==> config.mk <==
export PLATFORM = sky130hd
export DESIGN_NAME = mac_seq_ctrl
export DESIGN_NICKNAME = d
export VERILOG_FILES = /design/src/rtl/mac_seq_ctrl.sv
export SDC_FILE = /design/constraint.sdc
export NUM_CORES = 1
export LEC_CHECK = 0
export CORE_MARGIN = 8
export CORE_UTILIZATION = 45
export CTS_CLUSTER_DIAMETER = 40
export DETAILED_ROUTE_END_ITERATION = 10
export PLACE_DENSITY_LB_ADDON = 0.15
export SYNTH_ARGS = -nofsm -noshare
export SYNTH_HDL_FRONTEND = slang
export SYNTH_SLANG_ARGS = --single-unit
==> constraint.sdc <==
create_clock -name clk -period 5.2 [get_ports clk]
set_input_delay 1.04 -clock clk [delete_from_list [all_inputs] [get_ports clk]]
set_output_delay 1.04 -clock clk [all_outputs]
set_load 0.05 [all_outputs]
==> src/rtl/mac_seq_ctrl.sv <==
// mac_seq_ctrl -- sequencing controller around a combinational 4-bit MAC.
//
// Accepts LEN unsigned 4-bit operand pairs over a valid/ready handshake.
// It folds each pair into a 12-bit accumulator through one MAC_4bit
// instance: acc <= acc + a*b, modulo 4096. It then presents the dot product
// and a sticky overflow flag on an output valid/ready handshake.
//
// Ports:
//   clk, rst           clock, synchronous active-high reset
//   start, init[11:0]  begin an operation (IDLE only), initial accumulator
//   abort              cancel an operation in ACCUM or DONE
//   in_valid/in_ready  operand handshake, in_a/in_b operands
//   out_valid/out_ready result handshake, out_result/out_ovf result
//   busy               state is not IDLE
//   count[CW-1:0]      pairs accepted in the current operation
//
// MAC_4bit is the team's combinational multiply-accumulate datapath:
// result = c + a*b (mod 4096), cout = carry out of that 12-bit add.

module MAC_4bit (
   input  logic [3:0]  a,
   input  logic [3:0]  b,
   input  logic [11:0] c,
   output logic [11:0] result,
   output logic        cout
);

   logic [7:0]  prod;
   logic [12:0] sum;

   assign prod   = a * b;
   assign sum    = {1'b0, c} + {5'b0, prod};
   assign result = sum[11:0];
   assign cout   = sum[12];

endmodule

module mac_seq_ctrl #(
   parameter int LEN = 4,
   parameter int CW  = 5
) (
   input  logic          clk,
   input  logic          rst,
   input  logic          start,
   input  logic [11:0]   init,
   input  logic          abort,
   input  logic          in_valid,
   output logic          in_ready,
   input  logic [3:0]    in_a,
   input  logic [3:0]    in_b,
   output logic          out_valid,
   input  logic          out_ready,
   output logic [11:0]   out_result,
   output logic          out_ovf,
   output logic          busy,
   output logic [CW-1:0] count
);

   typedef enum logic [1:0] {
      IDLE  = 2'd0,
      ACCUM = 2'd1,
      DONE  = 2'd2
   } state_t;

   localparam logic [CW-1:0] LAST = CW'(LEN - 1);

   state_t      state;
   logic [11:0] acc;
   logic        ovf;
   logic [11:0] mac_result;
   logic        mac_cout;

   // Operands go straight into the MAC. The accumulator closes the loop on c.
   MAC_4bit u_mac (
      .a      (in_a),
      .b      (in_b),
      .c      (acc),
      .result (mac_result),
      .cout   (mac_cout)
   );

   // The handshake outputs are registered copies of the state decode. They
   // change on the same edge as the state, so in_ready never looks at
   // in_valid and out_valid depends only on state.
   always_ff @(posedge clk) begin
      if (rst) begin
         state     <= IDLE;
         acc       <= 12'd0;
         ovf       <= 1'b0;
         count     <= '0;
         in_ready  <= 1'b0;
         out_valid <= 1'b0;
         busy      <= 1'b0;
      end else begin
         case (state)
            IDLE: begin
               if (start) begin
                  acc      <= init;
                  ovf      <= 1'b0;
                  count    <= '0;
                  state    <= ACCUM;
                  in_ready <= 1'b1;
                  busy     <= 1'b1;
               end
            end

            ACCUM: begin
               // abort wins over a beat arriving in the same cycle.
               if (abort) begin
                  state    <= IDLE;
                  in_ready <= 1'b0;
                  busy     <= 1'b0;
               end else if (in_valid) begin
                  acc   <= mac_result;
                  ovf   <= ovf | mac_cout;
                  count <= count + CW'(1);
                  if (count == LAST) begin
                     state     <= DONE;
                     in_ready  <= 1'b0;
                     out_valid <= 1'b1;
                  end
               end
            end

            DONE: begin
               // acc/ovf/count stay put so the result is stable until taken
               // and remains readable after returning to IDLE.
               if (abort || out_ready) begin
                  state     <= IDLE;
                  out_valid <= 1'b0;
                  busy      <= 1'b0;
               end
            end

            default: begin
               state     <= IDLE;
               in_ready  <= 1'b0;
               out_valid <= 1'b0;
               busy      <= 1'b0;
            end
         endcase
      end
   end

   assign out_result = acc;
   assign out_ovf    = ovf;

endmodule
Word level (Yosys, flattened, before mapping)
Cells that the tools add are included.
{"block": "word_totals", "register_bits": 23, "out_inout_bits": 21, "elab_cells": 62}
{"block": "classes", "addsub": 2, "multipliers": 1, "eq_ne": 11, "muxes": 30, "bitwise": 3, "n_reduce_logical": 8}
{"operator": "2-to-1 mux 12 bit", "n": 3}
{"operator": "case mux 12 bit (2 select lines)", "n": 1}
{"operator": "2-to-1 mux 5 bit", "n": 3}
{"operator": "adder 12 x 8 -> 13 bit", "n": 1}
{"operator": "2-to-1 mux 1 bit", "n": 12}
{"operator": "!= test 2 bit (second input constant)", "n": 6}
{"operator": "AND reduction 4 bit", "n": 3}
{"operator": "2-to-1 mux 2 bit", "n": 5}
{"operator": "case mux 5 bit (2 select lines)", "n": 1}
{"operator": "case mux 1 bit (3 select lines)", "n": 3}
{"operator": "multiplier 4 x 4 -> 8 bit", "n": 1}
{"operator": "!= test 3 bit (second input constant)", "n": 2}
{"operator": "case mux 2 bit (3 select lines)", "n": 1}
{"operator": "adder 5 x 1 -> 5 bit (second input constant)", "n": 1}
{"operator": "equality test 5 x 2 -> 1 bit (second input constant)", "n": 1}
{"operator": "AND reduction 5 bit", "n": 1}
{"operator": "AND reduction 3 bit", "n": 1}
{"operator": "equality test 2 x 1 -> 1 bit (second input constant)", "n": 1}
{"operator": "equality test 2 bit (second input constant)", "n": 1}
{"operator": "zero test 2 bit", "n": 1}
{"operator": "inverter 1 bit", "n": 2}
{"operator": "case mux 1 bit (2 select lines)", "n": 1}
{"operator": "nonzero test 2 bit", "n": 1}
{"operator": "logical OR 1 bit", "n": 1}
{"operator": "OR 1 bit", "n": 1}

Logic depth before layout (Yosys ltp)
Gate-level depths: netlist (run 1).
{"block": "logic_depth", "ltp_word": 6, "ltp_mapped": 13, "ltp_nobuf": 13}

By module
A second synthesis (run 1) with hierarchy kept.
{"block": "unflattened", "cells_unflattened": 212, "hier_area_um2": 1976.9}
{"module": "mac_seq_ctrl", "instances": 1, "cells_each": 117, "area_per_inst_um2": 1171.1, "seq_area_each_um2": 460.4}
{"module": "MAC_4bit", "instances": 1, "cells_each": 95, "area_per_inst_um2": 805.8, "seq_area_each_um2": 0.0}

Least setup slack after synthesis (run 1)
Ideal clock, no wire load.
{"block": "synth_timing", "path_kind": "input port to flip-flop", "startpoint": "input port in_a[0]", "endpoint": "register acc[11], in the netlist out_result[11]", "setup_time_ps": 70, "t_arrival_ps": 4055, "path_slack_ps": 1074, "path_stages": 11, "path_cell_list": "nand2_1 -> fa_1 -> fa_1 -> fa_1 -> inv_1 -> ha_1 -> a21o_1 -> a21oi_2 -> o31a_1 -> or4_1 -> a21oi_1"}
{"block": "synth_via", "elab_chain_len": 5}
{"element": "from (decl)", "line": "49", "text": "input logic [3:0] in_a,"}
{"element": "multiplier 4 x 4 -> 8 bit", "line": "31", "text": "assign prod = a * b;"}
{"element": "adder 12 x 8 -> 13 bit", "line": "32", "text": "assign sum = {1'b0, c} + {5'b0, prod};"}
{"element": "2-to-1 mux 12 bit", "line": "113", "text": "end else if (in_valid) begin"}
{"element": "2-to-1 mux 12 bit", "line": "109", "text": "if (abort) begin"}
{"element": "case mux 12 bit (2 select lines)", "line": "95", "text": "case (state)"}
{"element": "to (signal assigned)", "line": "98", "text": "acc <= init;"}
{"element": "to (signal assigned)", "line": "114", "text": "acc <= mac_result;"}
{"element": "to (decl)", "line": "68", "text": "logic [11:0] acc;"}
No other way between the ends. The select of a mux whose other input is x is not followed.
A chain may end at the register's enable or synchronous reset.

Final worst setup path (run 1)
Same ends and word-level chain as after synthesis.

==> results.md, run 1 <==
- Worst hold slack: 0.453 ns
- Num CTS Buffers: 3
- # rows: 23
- R2R depth: 9
- Final hold vios: 0
- Tot GR Track Use: approximately 14%
- Post-cts gate resize count: 0
- CP Launch Type: primary input
- Critical path destination: out_result[11]$_SDFFE_PP0P_
- Post-Synthesis Cells: 230
- Setup crit end kind: register
- Via Count: 1705
- Gpl congestion: a little under 0.8
- Worst slew margin: approximately half
- Critical R2R Launch: out_result[4]$_SDFFE_PP0P_
- Dpl cell area: between 0.002 and 0.0025 mm^2
- Crit path top cell by count: fa_1
- Worst slew pin tran: about 0.77 ns
- Crit path DAT: 4.70 ns
- Outcome: completed
- Routed length on met3: 230 um
- Synth top area share: between 20% and 30%
- Adder-Cell Fraction of Synth Area: about 22%
- Grt total ovfl: 0
- Hold Buf Count CTS: 0
- CP required: 5.39 ns
- Largest family of logic cells by synthesized area: adder cells
- Ant. Diodes: 0
- Vias in the first global route: ~1700
- FMAX: between 200 and 250 MHz
- DR top layer: met4
- Area contributors post-synth: dfxtp_1, ha_1, fa_1, inv_1, nand2_1
- Count of different cell masters after synthesis: between 40 and 50
- Die Y: 80.3 um
- Max Cap Viol: 0
- Tot Pwr: around 0.55 mW
- Clock group share of total power: 20.9%
- CP delay by family, top: adder cells
- Min cycle time layout: ~4.5 ns
- Largest net degree at the start of global routing: 22
- Commonest non-fill, non-tap cell in the layout: clkdlybuf4s50_1
- Postcts setup bufs: 0
- Via density: roughly 5.3
- Post-synthesis sequential area ratio: ~25%
- M1 wire length: ~2100 um
- Nets: ~330
- Full die area: 0.00644 mm^2
- Avg Cell Area, Syn: between 8 and 9 um^2
- Final slew viol count: 0
- Leading area contributor after synthesis: dfxtp_1
- Setup violations, final: 0
- Worst vdd ir: roughly 0.00018 V
- Compound-gate portion of the synthesized area: between 10% and 20%
- Simple-Gate Fraction of Synth Area: about a fifth
- Setup TNS: 0 ns
- Synth Net Count: between 200 and 300
- Met2 WL post-DR: 2070 um
- Final WL: 4440 um
- CTS Buffer Depth: 2
- Remaining antenna violation count after routing: 0
- Flop pwr share: a little over a third
- Clock sink count: 23
- Largest fanout on the critical path: 4
- Lkg Pwr: a little over 1 nW
- Worst Path Buf+Inv: 2
- Mux cell area share after synthesis: 1.21%
- Comb pwr share: ~43%
- Residual DRC count: 0
- Crit path largest cell delay: just over 0.5 ns
- Most frequent cells in the layout: clkdlybuf4s50_1, inv_1, nand2_1, dfxtp_1, ha_1
- Critical path, cell by cell: clkdlybuf4s50_1 > nand2_1 > fa_1 > fa_1 > fa_1 > inv_1 > ha_1 > a21o_1 > a21oi_2 > o31a_1 > or4_1 > a21oi_1
- Synth Register Bits: 23
- Clock transition at path regs: ~0.090 ns
- Internal power: between 0.3 and 0.4 mW
- Area grow syn2layout: 29.3%
- H-Tree Depth: 1
- Clk_lat worst skew: about 0.27 ns
- Post-layout util: about 60%
- Drt first pass iters: 4
- R2R Setup Slk: about 2.5 ns
- Critical path class: primary input to register
- Placeable Area: around 0.004 mm^2
- Die span in x: about 80 um
- First-pass GRT wire length: 7510 um
- Port buffer count: between 40 and 50
- CTS tree: built
- Post-route clock skew: between 0.009 and 0.01 ns
- PD cells: around 230 mW/mm^2
- RSZ-0062 raised after global routing: no
- Critical R2R Capture: out_result[8]$_SDFFE_PP0P_
- Post-Syn Area: roughly 0.0019 mm^2
- Initial Utilization: 46.4%
- Hold crit path type: register to register
- Yosys warning total: 0
- Avg WL per Cell: 13.8 um
- Post-Synth XOR/XNOR Area: 3.30%
- Crit path max-delay cell type: clkdlybuf4s50_1
- Switching share of power: between 30% and 40%
- I/O pin count: 47
- Fin area: 0.00240 mm^2
- Crit path depth: 12
- CP Launch Point: in_a[0]
- Layout cell share with drive strength beyond 1: around 4%
- Clk Tree Root Cell: clkbuf_8
- Fin crit share: 86.8%
- Initial antenna violation count: 0
- 1st-iter DRT viols: 63
- Switch Pwr: roughly 0.21 mW
- Post-DP HPWL: 3490 um
## worst register-to-register path, stage by stage (launching register included)
cell     delay [ns]
dfxtp_1        0.36
inv_1          0.08
fa_1           0.54
inv_1          0.04
ha_1           0.34
a21o_1         0.19
a21oi_1        0.26
a21oi_1        0.12
or4_1          0.41
and3_1         0.19
## worst min path at each step
| stage | from | endpoint | depth (start not counted) |
|---|---|---|---|
| after floorplan | state[0]$_SDFFE_PP0P_ | in_ready$_SDFFE_PP0P_ | 2 |
| after global placement | out_ovf$_SDFFE_PP0P_ | out_ovf$_SDFFE_PP0P_ | 2 |
| after detailed placement | out_ovf$_SDFFE_PP0P_ | out_ovf$_SDFFE_PP0P_ | 2 |
| after CTS | out_ovf$_SDFFE_PP0P_ | out_ovf$_SDFFE_PP0P_ | 2 |
| after global routing | out_ovf$_SDFFE_PP0P_ | out_ovf$_SDFFE_PP0P_ | 2 |
| final | out_ovf$_SDFFE_PP0P_ | out_ovf$_SDFFE_PP0P_ | 2 |
## synthesized netlist by cell type
master	n
nand2b_1	1
dfxtp_1	23
a21oi_1	16
a211o_1	1
clkbuf_1	6
fa_1	9
nand2_1	29
o21ai_0	5
a311oi_1	5
a21boi_0	2
a2111o_1	1
buf_4	1
nor2b_1	1
a22oi_1	1
nor2_1	13
o211ai_1	1
and3_1	2
mux2_2	2
ha_1	19
o2bb2ai_1	1
nand4_1	4
or4_1	2
xor2_1	4
nor3_1	5
a21oi_2	2
or3_1	2
nand2b_4	1
nand3b_1	1
o21a_1	1
nor4_1	1
buf_2	2
and2_1	12
a211oi_1	1
a31oi_1	4
xnor2_1	3
and2_0	1
o2111ai_1	1
a221oi_1	2
a21o_1	7
o31a_1	1
nand3_1	5
inv_1	29
## state kept, by name, summed over array words and instances (netlist names)
signal      cells
in_ready        1
out_valid       1
out_result     12
busy            1
count           5
state           2
out_ovf         1
## per-stage QoR
stage                     cells  setup WS [ns]
final                       323          0.689
after global routing        323          0.472
after CTS                   323          0.677
after detailed placement    319          0.395
after global placement      319          0.447
after floorplan             230           1.07
## per-layer routing
metal  vias to the layer above  global-route usage, %
li1                        873                      -
met1                       784                   18.0
met2                        44                   23.3
met3                         4                   3.46
met4                         0                   3.82
met5                         -                      0
## power groups by stage
stage | combinational, mW | clock [mW] | sequential (mW)
after floorplan | 0.133 | 0 | 0.236
after global placement | 0.238 | 0 | 0.202
after detailed placement | 0.241 | 0 | 0.202
after CTS | 0.242 | 0.118 | 0.198
after global routing | 0.267 | 0.124 | 0.200
final | 0.239 | 0.115 | 0.198
## cells by family (layout without fill, tap and decap cells)
family | count (synthesis) | in the layout
XOR/XNOR | 7 | 7
AND/OR/NAND/NOR | 80 | 80
flip-flops | 23 | 23
multiplexers | 2 | 2
adder cells (fa/ha/maj) | 28 | 28
AO/OA/AOI/OAI | 52 | 52
buffers and inverters | 38 | 81
## final cells by class
cell class                      count  area [um^2]
Sequential cell                    23          460
Inverter                           29          109
Multi-Input combinational cell    169         1250
Tap cell                           50         62.6
Timing Repair Buffer               48          475
Fill cell                         371         1600
Clock inverter                      1         5.00
Clock buffer                        3         41.3
Power figures use the tool's default switching activity.
==> run 2: changes to the inputs <==
--- a/config.mk
+++ b/config.mk
@@ -9,7 +9,7 @@
 export CORE_UTILIZATION = 45
 export CTS_CLUSTER_DIAMETER = 40
 export DETAILED_ROUTE_END_ITERATION = 10
-export PLACE_DENSITY_LB_ADDON = 0.15
+export PLACE_DENSITY = 0.73
 export SYNTH_ARGS = -nofsm -noshare
 export SYNTH_HDL_FRONTEND = slang
 export SYNTH_SLANG_ARGS = --single-unit
==> results.md, run 2 (synthesis results as in run 1) <==
- RSZ-0062 raised after global routing: no
- Most frequent cells in the layout: clkdlybuf4s50_1, inv_1, nand2_1, dfxtp_1, ha_1
- Lkg Pwr: roughly 1.0 nW
- Drt first pass iters: 4
- Tot Pwr: between 0.5 and 0.6 mW
- Setup violations, final: 0
- CP required: approximately 5.4 ns
- Max Cap Viol: 0
- Via density: about 5.3
- Postcts setup bufs: 0
- Outcome: completed
- Largest register FFs: 12
- Fillcell total: between 300 and 400
- Setup crit end kind: register
- Dpl cell area: roughly 0.0024 mm^2
- Clock group share of total power: between 20% and 30%
- Hold Buf Count CTS: 0
- Final WL: between 4000 and 5000 um
- Clock transition at path regs: 0.09 ns
- Switching share of power: roughly two fifths
- I/O pin count: 47
- Initial Utilization: a little under half
- Via Count: between 1500 and 2000
- Full die area: around 0.0064 mm^2
- Clk Tree Root Cell: clkbuf_8
- Commonest non-fill, non-tap cell in the layout: clkdlybuf4s50_1
- 1st-iter DRT viols: 79
- Final hold vios: 0
- PD cells: about 230 mW/mm^2
- Clk_lat worst skew: 0.27 ns
- CP Launch Type: primary input
- Post-route clock skew: between 0.006 and 0.007 ns
- Internal power: roughly 0.34 mW
- Die Y: between 80 and 90 um
- Met1 Track Usage GR: around 18%
- Gpl congestion: about 0.82
- Largest net degree at the start of global routing: 23
- Min cycle time layout: around 4.5 ns
- Switch Pwr: roughly 0.21 mW
- CTS Buffer Depth: 2
- Num CTS Buffers: 3
- Fin crit share: between 80% and 90%
- Global-route track usage on met2: between 20% and 30%
- Clock sink count: 23
- Nets: between 300 and 400
- # rows: 23
- Ant. Diodes: 0
- Crit path DAT: around 4.7 ns
- Tot GR Track Use: 14.1%
- Initial antenna violation count: 0
- Busiest layer in global routing: met2
- Comb pwr share: between 40% and 50%
- Worst hold slack: 0.466 ns
- Avg WL per Cell: approximately 14 um
- Post-DP HPWL: roughly 3500 um
- Hold crit path type: register to register
- Final slew viol count: 0
- H-Tree Depth: 1
- Fin area: roughly 0.0024 mm^2
- FMAX: roughly 220 MHz
- Worst slew margin: 44.8%
- R2R Setup Slk: around 2.6 ns
- Setup TNS: 0 ns
- Post-cts gate resize count: 0
- Critical path class: primary input to register
- Remaining antenna violation count after routing: 0
- Met3 GRT Util: around 3.8%
- First-pass GRT wire length: roughly 7400 um
- Die span in x: approximately 80 um
- Worst vdd ir: 0.000162 V
- CTS tree: built
- Placeable Area: 0.00400 mm^2
- Worst slew pin tran: approximately 0.83 ns
- Area grow syn2layout: 29.3%
- Port buffer count: 46
- Vias in the first global route: 1669
- Residual DRC count: 0
- Largest fanout on the critical path: 4
- Layout cell share with drive strength beyond 1: between 4 and 5%
- Grt total ovfl: 0
- Flop pwr share: around 36%
-- run 2: cell counts in the layout (fill, tap and decap cells not counted) --
Identical to the previous run, type by type.
-- run 2: layout make-up --
cell class | instances | area [um^2] | area share (%)
clock buffer | 3 | 41.3 | 1.72
clock inverter | 1 | 5.00 | 0.208
inverter | 29 | 109 | 4.53
multi-input combinational | 169 | 1250 | 52.0
sequential | 23 | 460 | 19.2
tap | 50 | 62.6 | 2.60
timing repair buffer | 48 | 475 | 19.8
-- run 2: path summary, 6_finish.rpt --
kind,start,end,depth (start not counted)
worst max-delay path,in_b[3],out_result[11]$_SDFFE_PP0P_,12
worst min-delay path,out_ovf$_SDFFE_PP0P_,out_ovf$_SDFFE_PP0P_,2
worst max register to register,out_result[4]$_SDFFE_PP0P_,out_result[8]$_SDFFE_PP0P_,9
worst min register to register,out_ovf$_SDFFE_PP0P_,out_ovf$_SDFFE_PP0P_,2
-- run 2: critical path, cell delays in order --
cell and delay, ns:
clkdlybuf4s50_1 0.52, nand2_1 0.09, fa_1 0.51, fa_1 0.51
fa_1 0.52, inv_1 0.04, ha_1 0.34, a21o_1 0.15
a21oi_2 0.07, o31a_1 0.31, or4_1 0.47, a21oi_1 0.15
-- run 2: power groups by stage --
stage | Clock [mW] | Combinational [mW] | Sequential [mW]
final | 0.114 | 0.238 | 0.198
after global routing | 0.121 | 0.265 | 0.200
after CTS | 0.116 | 0.240 | 0.198
after detailed placement | 0 | 0.239 | 0.202
after global placement | 0 | 0.236 | 0.202
after floorplan | 0 | 0.133 | 0.236
-- run 2: metal layers --
| metal | vias up | wire length (um) |
|---|---|---|
| met2 | 33 | 2100 |
| li1 | 873 | - |
| met3 | 2 | 258 |
| met4 | 0 | 34 |
| met5 | - | 0 |
| met1 | 792 | 2040 |
-- run 2: per-stage QoR --
stage,cells,setup slack (ns),util [%]
final,323,0.673,60.1
after global routing,323,0.504,60.1
after CTS,323,0.671,60.1
after detailed placement,319,0.385,58.9
after global placement,319,0.455,58.9
after floorplan,230,1.07,-
